<file path="src/rtl/wavetable_nco.sv">
// ---------------------------------------------------------------------------
// wavetable_nco
//
// Numerically controlled oscillator front-end for a 16-bit sine wavetable
// BRAM that has a one-cycle registered read. On each accepted sample tick it
// advances a phase accumulator and reads the table at the top phase bits.
// It then scales the returned word by an unsigned amplitude and emits one
// signed sample together with a one-cycle valid pulse.
//
// Ports
//   nco_clk          : clock (shared with the BRAM)
//   nco_rst          : asynchronous active-high reset
//   nco_sample_tick  : one-cycle sample-rate strobe
//   nco_phase_inc    : tuning word, taken on an accepted tick
//   nco_gate         : note on/off, taken on an accepted tick
//   nco_amp          : unsigned amplitude, taken on an accepted tick
//   bram_ce          : table read enable (one-cycle pulse)
//   bram_addr        : table address
//   nco_bram_data    : table read data
//   nco_sample       : scaled signed sample, held between updates
//   nco_valid        : one-cycle pulse when nco_sample updates
//   nco_busy         : high while a sample is in flight
//   nco_overrun      : sticky, set by a tick that arrives while busy
// ---------------------------------------------------------------------------
module wavetable_nco #(
  parameter int DATA_W           = 16,
  parameter int SAMPLE_ADDR_BITS = 8,
  parameter int PHASE_W          = 24,
  parameter int AMP_W            = 8
) (
  input  logic                        nco_clk,
  input  logic                        nco_rst,
  input  logic                        nco_sample_tick,
  input  logic [PHASE_W-1:0]          nco_phase_inc,
  input  logic                        nco_gate,
  input  logic [AMP_W-1:0]            nco_amp,
  output logic                        bram_ce,
  output logic [SAMPLE_ADDR_BITS-1:0] bram_addr,
  input  logic signed [DATA_W-1:0]    nco_bram_data,
  output logic signed [DATA_W-1:0]    nco_sample,
  output logic                        nco_valid,
  output logic                        nco_busy,
  output logic                        nco_overrun
);

  localparam logic [1:0] ST_IDLE  = 2'd0;
  localparam logic [1:0] ST_FETCH = 2'd1;
  localparam logic [1:0] ST_WAIT  = 2'd2;
  localparam logic [1:0] ST_SCALE = 2'd3;

  localparam int PROD_W = DATA_W + AMP_W + 1;

  // Signed data times zero-extended amplitude, then an arithmetic shift right
  // by AMP_W (truncation toward minus infinity). No saturation is needed:
  // the magnitude of the result never exceeds the input magnitude.
  function automatic logic signed [DATA_W-1:0] scale_sample(
    input logic signed [DATA_W-1:0] d,
    input logic        [AMP_W-1:0]  a
  );
    logic signed [PROD_W-1:0] d_ext;
    logic signed [PROD_W-1:0] a_ext;
    logic signed [PROD_W-1:0] prod;
    d_ext = {{(AMP_W+1){d[DATA_W-1]}}, d};
    a_ext = {{(DATA_W+1){1'b0}}, a};
    prod  = d_ext * a_ext;
    return prod[DATA_W+AMP_W-1 -: DATA_W];
  endfunction

  // Control and reset-visible state
  logic [1:0]                    state_q,   state_d;
  logic [PHASE_W-1:0]            phase_q,   phase_d;
  logic                          ce_q,      ce_d;
  logic [SAMPLE_ADDR_BITS-1:0]   addr_q,    addr_d;
  logic signed [DATA_W-1:0]      sample_q,  sample_d;
  logic                          valid_q,   valid_d;
  logic                          overrun_q, overrun_d;

  // Per-sample operands; only meaningful after a tick has loaded them
  logic                          gate_q,    gate_d;
  logic [AMP_W-1:0]              amp_q,     amp_d;
  logic signed [DATA_W-1:0]      data_q,    data_d;

  always_comb begin
    state_d   = state_q;
    phase_d   = phase_q;
    ce_d      = 1'b0;
    addr_d    = addr_q;
    sample_d  = sample_q;
    valid_d   = 1'b0;
    overrun_d = overrun_q | (nco_sample_tick && (state_q != ST_IDLE));
    gate_d    = gate_q;
    amp_d     = amp_q;
    data_d    = data_q;

    case (state_q)
      ST_IDLE: begin
        if (nco_sample_tick) begin
          gate_d  = nco_gate;
          amp_d   = nco_amp;
          state_d = ST_FETCH;
          if (nco_gate) begin
            // Read at the pre-increment phase so note-on starts at entry 0.
            addr_d  = phase_q[PHASE_W-1 -: SAMPLE_ADDR_BITS];
            ce_d    = 1'b1;
            phase_d = phase_q + nco_phase_inc;
          end else begin
            phase_d = '0;
          end
        end
      end
      // ---- stage boundary: BRAM registers its read on this edge ----
      ST_FETCH: begin
        state_d = ST_WAIT;
      end
      // ---- stage boundary: table word is valid, capture it ----
      ST_WAIT: begin
        // Gate-off still produces a (silent) sample to keep the output rate.
        data_d  = gate_q ? nco_bram_data : '0;
        state_d = ST_SCALE;
      end
      // ---- stage boundary: scale and publish ----
      ST_SCALE: begin
        sample_d = scale_sample(data_q, amp_q);
        valid_d  = 1'b1;
        state_d  = ST_IDLE;
      end
      default: begin
        state_d = ST_IDLE;
      end
    endcase
  end

  always_ff @(posedge nco_clk or posedge nco_rst) begin
    if (nco_rst) begin
      state_q   <= ST_IDLE;
      phase_q   <= '0;
      ce_q      <= 1'b0;
      addr_q    <= '0;
      sample_q  <= '0;
      valid_q   <= 1'b0;
      overrun_q <= 1'b0;
    end else begin
      state_q   <= state_d;
      phase_q   <= phase_d;
      ce_q      <= ce_d;
      addr_q    <= addr_d;
      sample_q  <= sample_d;
      valid_q   <= valid_d;
      overrun_q <= overrun_d;
    end
  end

  always_ff @(posedge nco_clk) begin
    gate_q <= gate_d;
    amp_q  <= amp_d;
    data_q <= data_d;
  end

  assign bram_ce     = ce_q;
  assign bram_addr   = addr_q;
  assign nco_sample  = sample_q;
  assign nco_valid   = valid_q;
  assign nco_busy    = (state_q != ST_IDLE);
  assign nco_overrun = overrun_q;

endmodule
</file>
<file path="config.mk">
export PLATFORM = sky130hd
export DESIGN_NAME = wavetable_nco
export DESIGN_NICKNAME = d
export VERILOG_FILES = /design/src/rtl/wavetable_nco.sv
export SDC_FILE = /design/constraint.sdc
export NUM_CORES = 1
export LEC_CHECK = 0
export ABC_CLOCK_PERIOD_IN_PS = 5350
export BUFFER_PORTS_ARGS = -buffer_cell sky130_fd_sc_hd__buf_2
export CORE_ASPECT_RATIO = 0.6
export CORE_UTILIZATION = 30
export CTS_CLUSTER_SIZE = 16
export DETAILED_ROUTE_END_ITERATION = 16
export PLACE_DENSITY_LB_ADDON = 0.3
export SYNTH_ARGS = -nofsm -noshare
export SYNTH_HDL_FRONTEND = slang
export SYNTH_SLANG_ARGS = --single-unit
</file>
<file path="constraint.sdc">
create_clock -name nco_clk -period 5.35 [get_ports nco_clk]
set_input_delay 1.605 -clock nco_clk [delete_from_list [all_inputs] [get_ports nco_clk]]
set_output_delay 1.605 -clock nco_clk [all_outputs]
set_load 0.05 [all_outputs]
</file>
Word-level counts from Yosys, hierarchy flattened
Index checks and enable logic that the tools add are counted.
{"block": "classes", "bitwise_logic": 1, "n_eq_ne": 4, "mux": 7, "mul": 1, "reduce_logical": 5, "n_addsub": 1}
{"op": "$add 24x24->24", "count": 1}
{"op": "$mul 16x9->24", "count": 1}
{"op": "$mux 24", "count": 1}
{"op": "$pmux 2 s4", "count": 1}
{"op": "$eq 2x2->1 const B", "count": 2}
{"op": "$mux 1", "count": 4}
{"op": "$reduce_and 3->1", "count": 1}
{"op": "$eq 2x1->1 const B", "count": 1}
{"op": "$logic_not 2->1", "count": 1}
{"op": "$mux 2", "count": 1}
{"op": "$ne 2x2->1 const B", "count": 1}
{"op": "$reduce_and 2->1", "count": 1}
{"op": "$reduce_bool 2->1", "count": 1}
{"op": "$logic_and 1x1->1", "count": 1}
{"op": "$or 1x1->1", "count": 1}
{"block": "totals", "ff_bits": 78}

Depth between registers and ports, before layout
{"block": "logic_depth", "ltp_word": 3, "mapped_depth": 19, "ltp_nobuf": 18}

Least setup slack after synthesis
OpenSTA, ideal clock, no wires.
{"block": "synth_path", "kind": "register -> register", "startpoint": "register amp_q[0]", "endpoint": "register sample_q[11], in the netlist nco_sample[11]", "t_arrival_ns": 4.650, "path_buffers": 1, "slack_ns": 0.563, "stages_incl_launch_ff": 19, "synth_period_minus_slack_ns": 4.787, "path_cell_list": "edfxtp_1 -> clkbuf_1 -> nand2_1 -> fa_1 -> inv_1 -> fa_1 -> inv_1 -> fa_1 -> inv_1 -> fa_1 -> ha_1 -> o21ai_1 -> nand2b_1 -> a2111o_1 -> a211oi_2 -> o21bai_1 -> o31ai_1 -> xor2_1 -> a21oi_1"}
{"block": "synth_between", "elab_chain_cells": 1}
{"element": "start: declaration", "line_no": "80", "text": "logic [AMP_W-1:0] amp_q, amp_d;"}
{"element": "start signal: assignment", "line_no": "155", "text": "amp_q <= amp_d;"}
{"element": "$mul 16x9->24", "line_no": "65", "text": "prod = d_ext * a_ext;"}
{"element": "end signal: assignment", "line_no": "147", "text": "sample_q <= sample_d;"}
{"element": "end: declaration", "line_no": "74", "text": "logic signed [DATA_W-1:0] sample_q, sample_d;"}
Every way passes these cells.
A chain may end at the register's enable or synchronous reset.

Worst setup path in the final report
{"block": "layout_path", "startpoint": "register amp_q[5]", "endpoint": "register sample_q[14], in the netlist nco_sample[14]"}
The elaborated chain is that of the path after synthesis.

==> summary.txt <==
Critical Path Most Common Cell = fa_1
largest net degree at the start of global routing = 36
most frequent cells in the layout = 159 x inv_1, 113 x nand2_1, 100 x fa_1
H-tree level count = 3
DIE WIDTH = 215 µm
Syn Area/Cell = 9.68 µm²
Hold Worst Slack = 0.476 ns
Seq cells post-synth = 78
Worst R2R Path Depth = 16
routed length per instance = 14.7 µm
post-DP HPWL = 15500 µm
WHS Path Cells = 1
Max Clock Skew = 0.0168 ns
DRT Wirelength = 19200 µm
clk root buf = clkbuf_16
Synthesis Warnings = 0
commonest non-fill, non-tap cell in the layout = inv_1
worst skew pair latency = 0.38 ns
first-pass GRT wire length = 32600 µm
Reg2Reg Launch Point = amp_q[5]
layout cells sized above 1 = 15.3%
PortBufs = 79
Post-DRT Antenna Nets = 0
Crit Path Max Fanout = 11
via count = 5912
# rows = 46
Remaining DRCs = 0
CP peak stage delay = 0.69 ns
slowest CP cell = edfxtp_1
post-synthesis adder-cell area fraction = 35.1%
Synth Area in Simple Gates = 14.1%
Compound-Gate Fraction of Synth Area = 10.2%
GRT overflow = 0
TritonCTS clock tree = yes
Hold Crit Class = flop to flop
Seq/Total Area, Yosys = 25.5%
Worst Setup SP = amp_q[5]
CP startpoint kind = flop
Worst path top cell family by delay = adder cells
post-synth net total = 1063
Die Y = 130 µm
Final period util = 94.2%
Top FF cell, synth = dfrtp_1
Arrival @ worst endpoint = 5.31 ns
Slew HR = 27.6%
RSZ-0062 raised after global routing = false
final setup violating endpoints = 0
Mapped Area = 8150 µm²
nets@finish = 1160
clk buf depth = 2
r2r setup slk = 0.31 ns
post-CTS resize count = 0
CTS buffer count = 9
uppermost layer routed = met4
Layout fillers = 2705
cells after synthesis = 842
GPL Wtd Cong = 0.809
DIE AREA = 27900 µm²
number of vias per cell = 4.53
Max Cap Viol = 0
Worst Setup EP = nco_sample[14]
DR WL met2 = 7320 µm
largest family of logic cells by synthesized area = adder cells
I/O Pins = 80
multiplexer share of the synthesized area = 2.87%
Synth cell types = 54
WP depth = 16
crit-path cells = buf_4 -> nand2_1 -> fa_1 -> inv_1 -> fa_1 -> fa_1 -> inv_1 -> fa_1 -> inv_1 -> ha_1 -> and4_1 -> nand2_1 -> o41ai_4 -> a31oi_4 -> xnor2_1 -> mux2_2
max-slew violations = 0
metal3 WL = 1010 µm
nature of the critical path endpoint = flop
area grow syn2layout = 15.7%
iteration-0 DRC count of the detailed router = 260
vias in the first global route = 6146
Reg clk slew, reported paths = 0.07 ns
antenna violations before repair = 1
R2R Path End = nco_sample[14]
status = finished clean
Synth Area in XOR/XNOR = 4.08%
number of buffers inserted by post-CTS setup repair = 0
initial core utilization = 30.7%
Fin. Hold Viols = 0
CP Data Required Time = 5.61 ns
Core ar. = 26500 µm²
met1 wire length = 10600 µm
GRT Util Overall = 15.3%
critical path type = flop to flop
first drt pass iteration count = 4
Setup TNS = 0 ns
Tmin final = 5.04 ns
# clock sinks = 78
WP buf/inv = 4
fmax = 0.198 GHz
Post-synth ARST share = 67.9%
hold_buf cts = 0
Post-synth EDFFs = 25
worst slew pin tran = 1.09 ns
==> worst min-delay path by stage <==
stage          slack, ns           to         from
4_1_cts             0.48  nco_overrun  nco_overrun
6_report            0.48  nco_overrun  nco_overrun
3_5_place_dp        0.47  nco_overrun  nco_overrun
5_1_grt             0.51  nco_overrun  nco_overrun
2_1_floorplan       0.45  phase_q[14]  phase_q[14]
3_3_place_gp        0.44  nco_overrun  nco_overrun
==> layer usage <==
layer | vias to the layer above | track usage, %
met4 | 0 | 4.54
met3 | 13 | 4.18
li1 | 2888 | -
met5 | - | 0
met2 | 101 | 20.8
met1 | 2910 | 23.2
==> area by class of cell <==
cell class                 count  area, µm²  area share, %
timing repair buffer         103        601           6.37
inverter                     160        601           6.37
clock buffer                  11        253           2.68
multi-input combinational    587       5410           57.3
tap                          360        450           4.77
antenna                        1       2.50         0.0265
sequential                    78       2080           22.0
clock inverter                 5       40.0          0.424
==> cells in the mapped netlist, types with 19 or more instances <==
cell type / count / area [µm²]
inv_1: 160 / 601
nand2_1: 113 / 424
fa_1: 100 / 2000
ha_1: 69 / 863
and2_1: 68 / 425
dfrtp_1: 53 / 1330
a21oi_1: 32 / 160
edfxtp_1: 25 / 751
o21ai_0: 25 / 125
xnor2_1: 22 / 193
mux2_2: 19 / 214
nor2_1: 19 / 71.3
==> registers in the layout (all words and copies together), names as in the netlist <==
name,flops
data_q,16
amp_q,8
state_q,2
gate_q,1
bram_ce,1
bram_addr,8
phase_q,24
nco_overrun,1
nco_valid,1
nco_sample,16
==> through the flow <==
step | util [%] | setup WS (ns) | area [µm²] | cells
floorplan | - | 0.563 | 8150 | 842
global placement | 33.9 | 0.261 | 9000 | 1273
detailed placement | 33.9 | 0.158 | 9000 | 1273
CTS | 35.0 | 0.146 | 9290 | 1289
global route | 35.5 | 0.0418 | 9430 | 1304
finish | 35.6 | 0.308 | 9430 | 1305
==> kinds of logic (layout without fill, tap and decap cells) <==
group	after synthesis	count (layout)
AOI/OAI and AO/OA	122	122
xor gates and xnor gates	38	38
adders and majority gates	169	169
buffers and inverters	177	279
DFF	78	78
muxes	21	21
other	0	1
and+or+nand+nor	237	237
Power is not shown: default switching activity piles up to over one toggle a cycle in this logic, so the estimate is an artifact.
